[config.mk]
export PLATFORM = sky130hd
export DESIGN_NAME = cordic_phase_gen_flat
export DESIGN_NICKNAME = d
export VERILOG_FILES = /design/src/rtl/cordic_phase_gen_if.sv /design/src/rtl/cordic_phase_gen.sv /design/src/flat_wrapper.sv
export SDC_FILE = /design/constraint.sdc
export NUM_CORES = 1
export LEC_CHECK = 0
export CAP_MARGIN = 20
export CORE_ASPECT_RATIO = 0.6
export CORE_MARGIN = 3
export CORE_UTILIZATION = 30
export DETAILED_ROUTE_END_ITERATION = 10
export GPL_TIMING_DRIVEN = 0
export PLACE_DENSITY = 0.52
export SYNTH_ARGS = -nofsm -noshare
export SYNTH_HDL_FRONTEND = slang
export SYNTH_SLANG_ARGS = --single-unit
[constraint.sdc]
create_clock -name clk -period 5.11 [get_ports clk]
set_input_delay 1.022 -clock clk [delete_from_list [all_inputs] [get_ports clk]]
set_output_delay 1.022 -clock clk [all_outputs]
set_load 0.01 [all_outputs]
[src/rtl/cordic_phase_gen_if.sv]
// rtl/cordic_phase_gen_if.sv - control and sample bus between the NCO front end and its user
interface cordic_phase_gen_if #(
  parameter int PHASE_W = 16,
  parameter int ANGLE_W = 8
);
  logic               en;
  logic [PHASE_W-1:0] fcw;
  logic               load;
  logic [PHASE_W-1:0] phase_init;
  logic [ANGLE_W-1:0] angle;
  logic               angle_valid;
  logic               flip_out;
  logic               out_valid;

  modport master (
    output en, fcw, load, phase_init,
    input  angle, angle_valid, flip_out, out_valid
  );

  modport slave (
    input  en, fcw, load, phase_init,
    output angle, angle_valid, flip_out, out_valid
  );
endinterface

[src/rtl/cordic_phase_gen.sv]
// rtl/cordic_phase_gen.sv - NCO phase accumulator, range reduction to [-pi/2, pi/2) and Q2.6 scaling
module cordic_phase_gen #(
  parameter int PHASE_W    = 16,
  parameter int ANGLE_W    = 8,
  parameter int ANGLE_K    = 402,
  parameter int CORDIC_LAT = 10
) (
  input  logic               clk,
  input  logic               rst,
  cordic_phase_gen_if.slave  bus
);
  localparam int PROD_W = PHASE_W + 10;
  localparam logic signed [PROD_W-1:0] K_EXT = PROD_W'(ANGLE_K);
  localparam logic signed [PROD_W-1:0] RND   = PROD_W'(1) << (PHASE_W - 1);

  logic [PHASE_W-1:0]        phase;
  logic [PHASE_W-1:0]        samp;
  logic                      samp_v;
  logic signed [PHASE_W-1:0] red;
  logic                      red_flip;
  logic                      red_v;
  logic [ANGLE_W-1:0]        angle_q;
  logic                      angle_v_q;
  logic                      b_flip;
  logic [CORDIC_LAT-1:0]     dl_v;
  logic [CORDIC_LAT-1:0]     dl_f;

  logic                      a_flip;
  logic signed [PHASE_W-1:0] red_next;
  logic signed [PROD_W-1:0]  red_ext;
  logic signed [PROD_W-1:0]  prod_sum;
  logic [ANGLE_W-1:0]        angle_next;
  logic                      unused_bits;

  // Top two bits disagree means |angle| >= pi/2; inverting the MSB adds pi.
  assign a_flip   = samp[PHASE_W-1] ^ samp[PHASE_W-2];
  assign red_next = {samp[PHASE_W-1] ^ a_flip, samp[PHASE_W-2:0]};

  assign red_ext     = {{10{red[PHASE_W-1]}}, red};
  assign prod_sum    = red_ext * K_EXT + RND;
  assign angle_next  = prod_sum[PHASE_W+ANGLE_W-1:PHASE_W];
  assign unused_bits = ^{prod_sum[PROD_W-1:PHASE_W+ANGLE_W], prod_sum[PHASE_W-1:0]};

  always_ff @(posedge clk) begin
    if (!rst) begin
      phase     <= '0;
      samp      <= '0;
      samp_v    <= 1'b0;
      red       <= '0;
      red_flip  <= 1'b0;
      red_v     <= 1'b0;
      angle_q   <= '0;
      angle_v_q <= 1'b0;
      b_flip    <= 1'b0;
      dl_v      <= '0;
      dl_f      <= '0;
    end else begin
      samp_v <= 1'b0;
      if (bus.load) begin
        phase <= bus.phase_init;
      end else if (bus.en) begin
        samp   <= phase;
        samp_v <= 1'b1;
        phase  <= phase + bus.fcw;
      end

      red_v <= samp_v;
      if (samp_v) begin
        red      <= red_next;
        red_flip <= a_flip;
      end

      angle_v_q <= red_v;
      if (red_v) begin
        angle_q <= angle_next;
        b_flip  <= red_flip;
      end

      // Flip is gated by valid so the delayed flag is never set without a sample.
      dl_v <= {dl_v[CORDIC_LAT-2:0], angle_v_q};
      dl_f <= {dl_f[CORDIC_LAT-2:0], angle_v_q & b_flip};
    end
  end

  assign bus.angle       = angle_q;
  assign bus.angle_valid = angle_v_q;
  assign bus.flip_out    = dl_f[CORDIC_LAT-1];
  assign bus.out_valid   = dl_v[CORDIC_LAT-1];
endmodule

[src/flat_wrapper.sv]
// flat-port wrapper written by rule: the top's interface ports become plain ports
module cordic_phase_gen_flat 
#(
  parameter int PHASE_W    = 16,
  parameter int ANGLE_W    = 8,
  parameter int ANGLE_K    = 402,
  parameter int CORDIC_LAT = 10
)
  (clk, rst, bus_en, bus_fcw, bus_load, bus_phase_init, bus_angle, bus_angle_valid, bus_flip_out, bus_out_valid);
  cordic_phase_gen_if #(.PHASE_W(PHASE_W), .ANGLE_W(ANGLE_W)) bus_i ();
  input  logic clk;
  input  logic rst;
  input wire logic [$bits(bus_i.en)-1:0] bus_en;
  input wire logic [$bits(bus_i.fcw)-1:0] bus_fcw;
  input wire logic [$bits(bus_i.load)-1:0] bus_load;
  input wire logic [$bits(bus_i.phase_init)-1:0] bus_phase_init;
  output wire logic [$bits(bus_i.angle)-1:0] bus_angle;
  output wire logic [$bits(bus_i.angle_valid)-1:0] bus_angle_valid;
  output wire logic [$bits(bus_i.flip_out)-1:0] bus_flip_out;
  output wire logic [$bits(bus_i.out_valid)-1:0] bus_out_valid;
  assign bus_i.en = bus_en;
  assign bus_i.fcw = bus_fcw;
  assign bus_i.load = bus_load;
  assign bus_i.phase_init = bus_phase_init;
  assign bus_angle = bus_i.angle;
  assign bus_angle_valid = bus_i.angle_valid;
  assign bus_flip_out = bus_i.flip_out;
  assign bus_out_valid = bus_i.out_valid;
  cordic_phase_gen #(.PHASE_W(PHASE_W), .ANGLE_W(ANGLE_W), .ANGLE_K(ANGLE_K), .CORDIC_LAT(CORDIC_LAT)) u_core (.clk(clk), .rst(rst), .bus(bus_i));
endmodule
==> reports/qor.yml <==
timing:
  maxSlewViolCount: 0
  max_freq_mhz: 204
  finalHoldViolCount: 0
  tightest_slew_ps: 706
  setup_slack_ps: 215
  min_period_ps: 4900
  rsz0062_at_grt: "no"
  setup_violations: 0
  relSlewSlack: 0.530
  skew_ps: 9.19
  final.period_utilization: 0.958
  tns_ps: 0
die:
  die_h_um: 112
  start_util: 0.316
  ios: 47
  core_um2: 17600
  dieArea_um2: 20300
  row_count: 37
  die_w_um: 182
worst_hold_path:
  holdPathEnd: "u_core.dl_v[4]"
  hold_path.startpoint: "u_core.dl_v[3]"
  holdPathStages: 1
  hold_path.class: "flip-flop to flip-flop"
global_routing:
  antenna_found_initial: 0
  grtUsageTotal: 0.130
  grt_first_pass_wirelength_um: 21300
  globalRoute.totalOverflow: 0
  grt_pass1_vias: 4077
  grt_max_degree: 16
synthesis:
  synth_top_cell_area_share: 0.291
  synth_compound_area_frac: 0.137
  synthesis.area_um2: 5570
  synth-adder-area-share: 0.252
  synth_xor_xnor_area_share: 0.0543
  synthArstFlopShare: 0
  synth_common_cells: "81 x dfxtp_1, 72 x ha_1, 58 x nand2_1"
  muxShareOfSynthArea: 0.0600
  syn_avg_cell_area_um2: 9.40
  postSynthCellCount: 593
  yosysSeqAreaShare: 0.291
  synth_top_family_by_area: "adder cells"
  synthTopCellsByArea: "dfxtp_1 29%, ha_1 16%, fa_1 9.0%, mux2i_1 5.4%, nand2_1 3.9%"
  synth_edf_count: 0
  ys.flop_type: "dfxtp_1"
  synthSimpleGateAreaFrac: 0.162
  yosys_warnings: 0
  synth_cell_types: 67
  yosysTopAreaCell: "dfxtp_1"
  ys_ff_latch: 81
  synth.most_common_cell: "dfxtp_1"
  synth_nets: 726
finish:
  area_growth_pct: 19.5
  final_nets: 784
  final_util: 0.378
  drive_above_1_share: 0.0671
  antenna-diode-count: 0
  layout.cells.non_filler: 890
setup_path:
  cp_slowest_cell: "fa_1"
  critPathMaxStageDelay_ps: 490
  startpoint_type: "flip-flop"
  rr_endpoint: "u_core.bus.angle[5]"
  worstPathMaxFanout: 4
  setup.worst_path.end_class: "flip-flop"
  arrival_ps: 5110
  reg2reg_depth: 20
  crit_buf_inv: 4
  r2r_slack_ps: 210
  critPathKind: "flip-flop to flip-flop"
  worst_ep_required_time_ps: 5330
  crit_chain: "ha_1 > inv_1 > fa_1 > inv_1 > fa_1 > ha_1 > ha_1 > o21ai_1 > a22oi_2 > a221o_1 > a21oi_1 > o211ai_1 > and2_1 > ha_2 > inv_1 > a31oi_2 > o2111ai_1 > mux2i_1 > buf_4 > o211ai_1"
  cp_top_family: "adder cells"
  r2r-start: "u_core.red[2]"
clocking:
  clockRootBuffer: "clkbuf_16"
  cts_tree: "built"
  insertion_delay_ps: 340
  holdBufCountCts: 0
  clk_pin_slew_worst_paths_ps: 70
  htreeDepth: 3
  cts_buffer_depth: 2
  cts_made_buffers: 9
  cts_sinks: 81
routing:
  ant_nets: 0
  viasPerCell: 4.83
  routed_wl_um: 13200
  routed.top_layer: "met4"
  route.detailed.drc: 0
  routed-via-count: 4298
  wl_met3_um: 675
  dr.pass1.iters: 4
  drt_iter0_drc: 267
  wl_met1_um: 7660
  met2_length_um: 4800
  routedWlPerCell_um: 14.8
placed_design:
  place_ws_ps: 101
  place_congestion: 0.808
  dp.cells: 873
  hpwl_um: 10800
  io_buffers: 46
power:
  p_leak_nw: 2.95
  power.total_w: 0.00158
  worst_ir_drop_vdd_uv: 140
  power_density_nw_per_um2: 238
outcome:
  status: "complete, no violations"
job:
  maxCapViolations: 0
[area by class of cell]
type,count,area [um^2]
Buffer,23,125
Clock buffer,10,239
Clock inverter,6,72.6
Fill cell,1739,11000
Inverter,32,120
Multi-Input combinational cell,457,3720
Sequential cell,81,1620
Tap cell,234,293
Timing Repair Buffer,47,468
[timing repair]
item | in CTS | in global routing
buffers inserted | 0 | 1
setup endpoints to repair | 0 | 1
resized for setup | 0 | 3
endpoints found under the hold margin | 0 | 0
[through the flow]
stage / hold WS (ps) / instance area (um^2)
floorplan: 412 / 5570
global placement: 421 / 6320
detailed placement: 420 / 6320
CTS: 437 / 6640
global route: 450 / 6660
finish: 433 / 6660
[cells in the final DEF (no fill, tap or decap), types with 2 or more instances in the layout]
master / n
nor3_1: 4
clkbuf_16: 9
a31oi_1: 5
nor2b_1: 6
buf_1: 3
nand3_1: 4
fa_1: 25
clkbuf_1: 18
nand3b_1: 5
inv_1: 32
a21o_1: 3
nand2_1: 58
o21ai_1: 2
and3_1: 3
inv_6: 3
o211ai_1: 7
nand4_4: 2
a211oi_1: 9
clkbuf_8: 2
a221oi_2: 2
mux2i_1: 30
and2_1: 22
nor2_1: 51
a21oi_1: 41
mux2_2: 3
dfxtp_1: 81
o2111ai_1: 2
ha_1: 71
nand4_1: 4
o21ai_0: 22
a31o_2: 2
clkdlybuf4s50_1: 46
xor2_2: 2
o31ai_1: 2
nand2b_1: 7
xnor2_1: 24
xor2_1: 5
or4_1: 2
[worst max-delay path by stage]
stage,start,end,depth (start not counted)
floorplan,u_core.red[8],u_core.bus.angle[7],14
global placement,u_core.red[4],u_core.bus.angle[5],17
detailed placement,u_core.red[4],u_core.bus.angle[5],17
CTS,u_core.red[4],u_core.bus.angle[5],17
global route,u_core.red[4],u_core.bus.angle[5],17
finish,u_core.red[2],u_core.bus.angle[5],20
[logic make-up (layout without fill, tap and decap cells)]
| kind of cell | after synthesis | after routing |
|---|---|---|
| DFF | 81 | 81 |
| buffers and inverters | 55 | 118 |
| and+or+nand+nor | 179 | 179 |
| xor gates and xnor gates | 32 | 32 |
| adders and majority gates | 97 | 97 |
| muxes | 33 | 33 |
| AOI/OAI and AO/OA | 116 | 116 |
[worst reg2reg max path: cells and delay by family, from the launching register on]
kind	cells	cell delay [ps]
and+or+nand+nor	1	180
buffers and inverters	4	340
AOI/OAI and AO/OA	8	1510
muxes	1	330
DFF	1	360
adders and majority gates	6	2060
[power breakdown]
part	leakage, nW	internal [W]	total (W)	switching (W)
Clock	0.156	0.000400	0.000673	0.000274
Combinational	2.13	0.000114	0.000243	0.000129
Sequential	0.658	0.000652	0.000668	0.0000164
Total	2.95	0.00117	0.00158	0.000419
[flip-flops by register name (all words and copies together) (netlist names), 8 cells and up]
register / count
u_core.dl_v: 10
u_core.phase: 16
u_core.samp: 16
u_core.dl_f: 10
u_core.bus.angle: 8
u_core.red: 16
[routing by layer]
| metal | vias up | global-route usage |
|---|---|---|
| li1 | 2189 | - |
| met1 | 2039 | 0.217 |
| met2 | 68 | 0.164 |
| met3 | 2 | 0.0326 |
| met4 | 0 | 0.0152 |
| met5 | - | 0 |
Note: power is estimated with default switching activity, not from simulation.
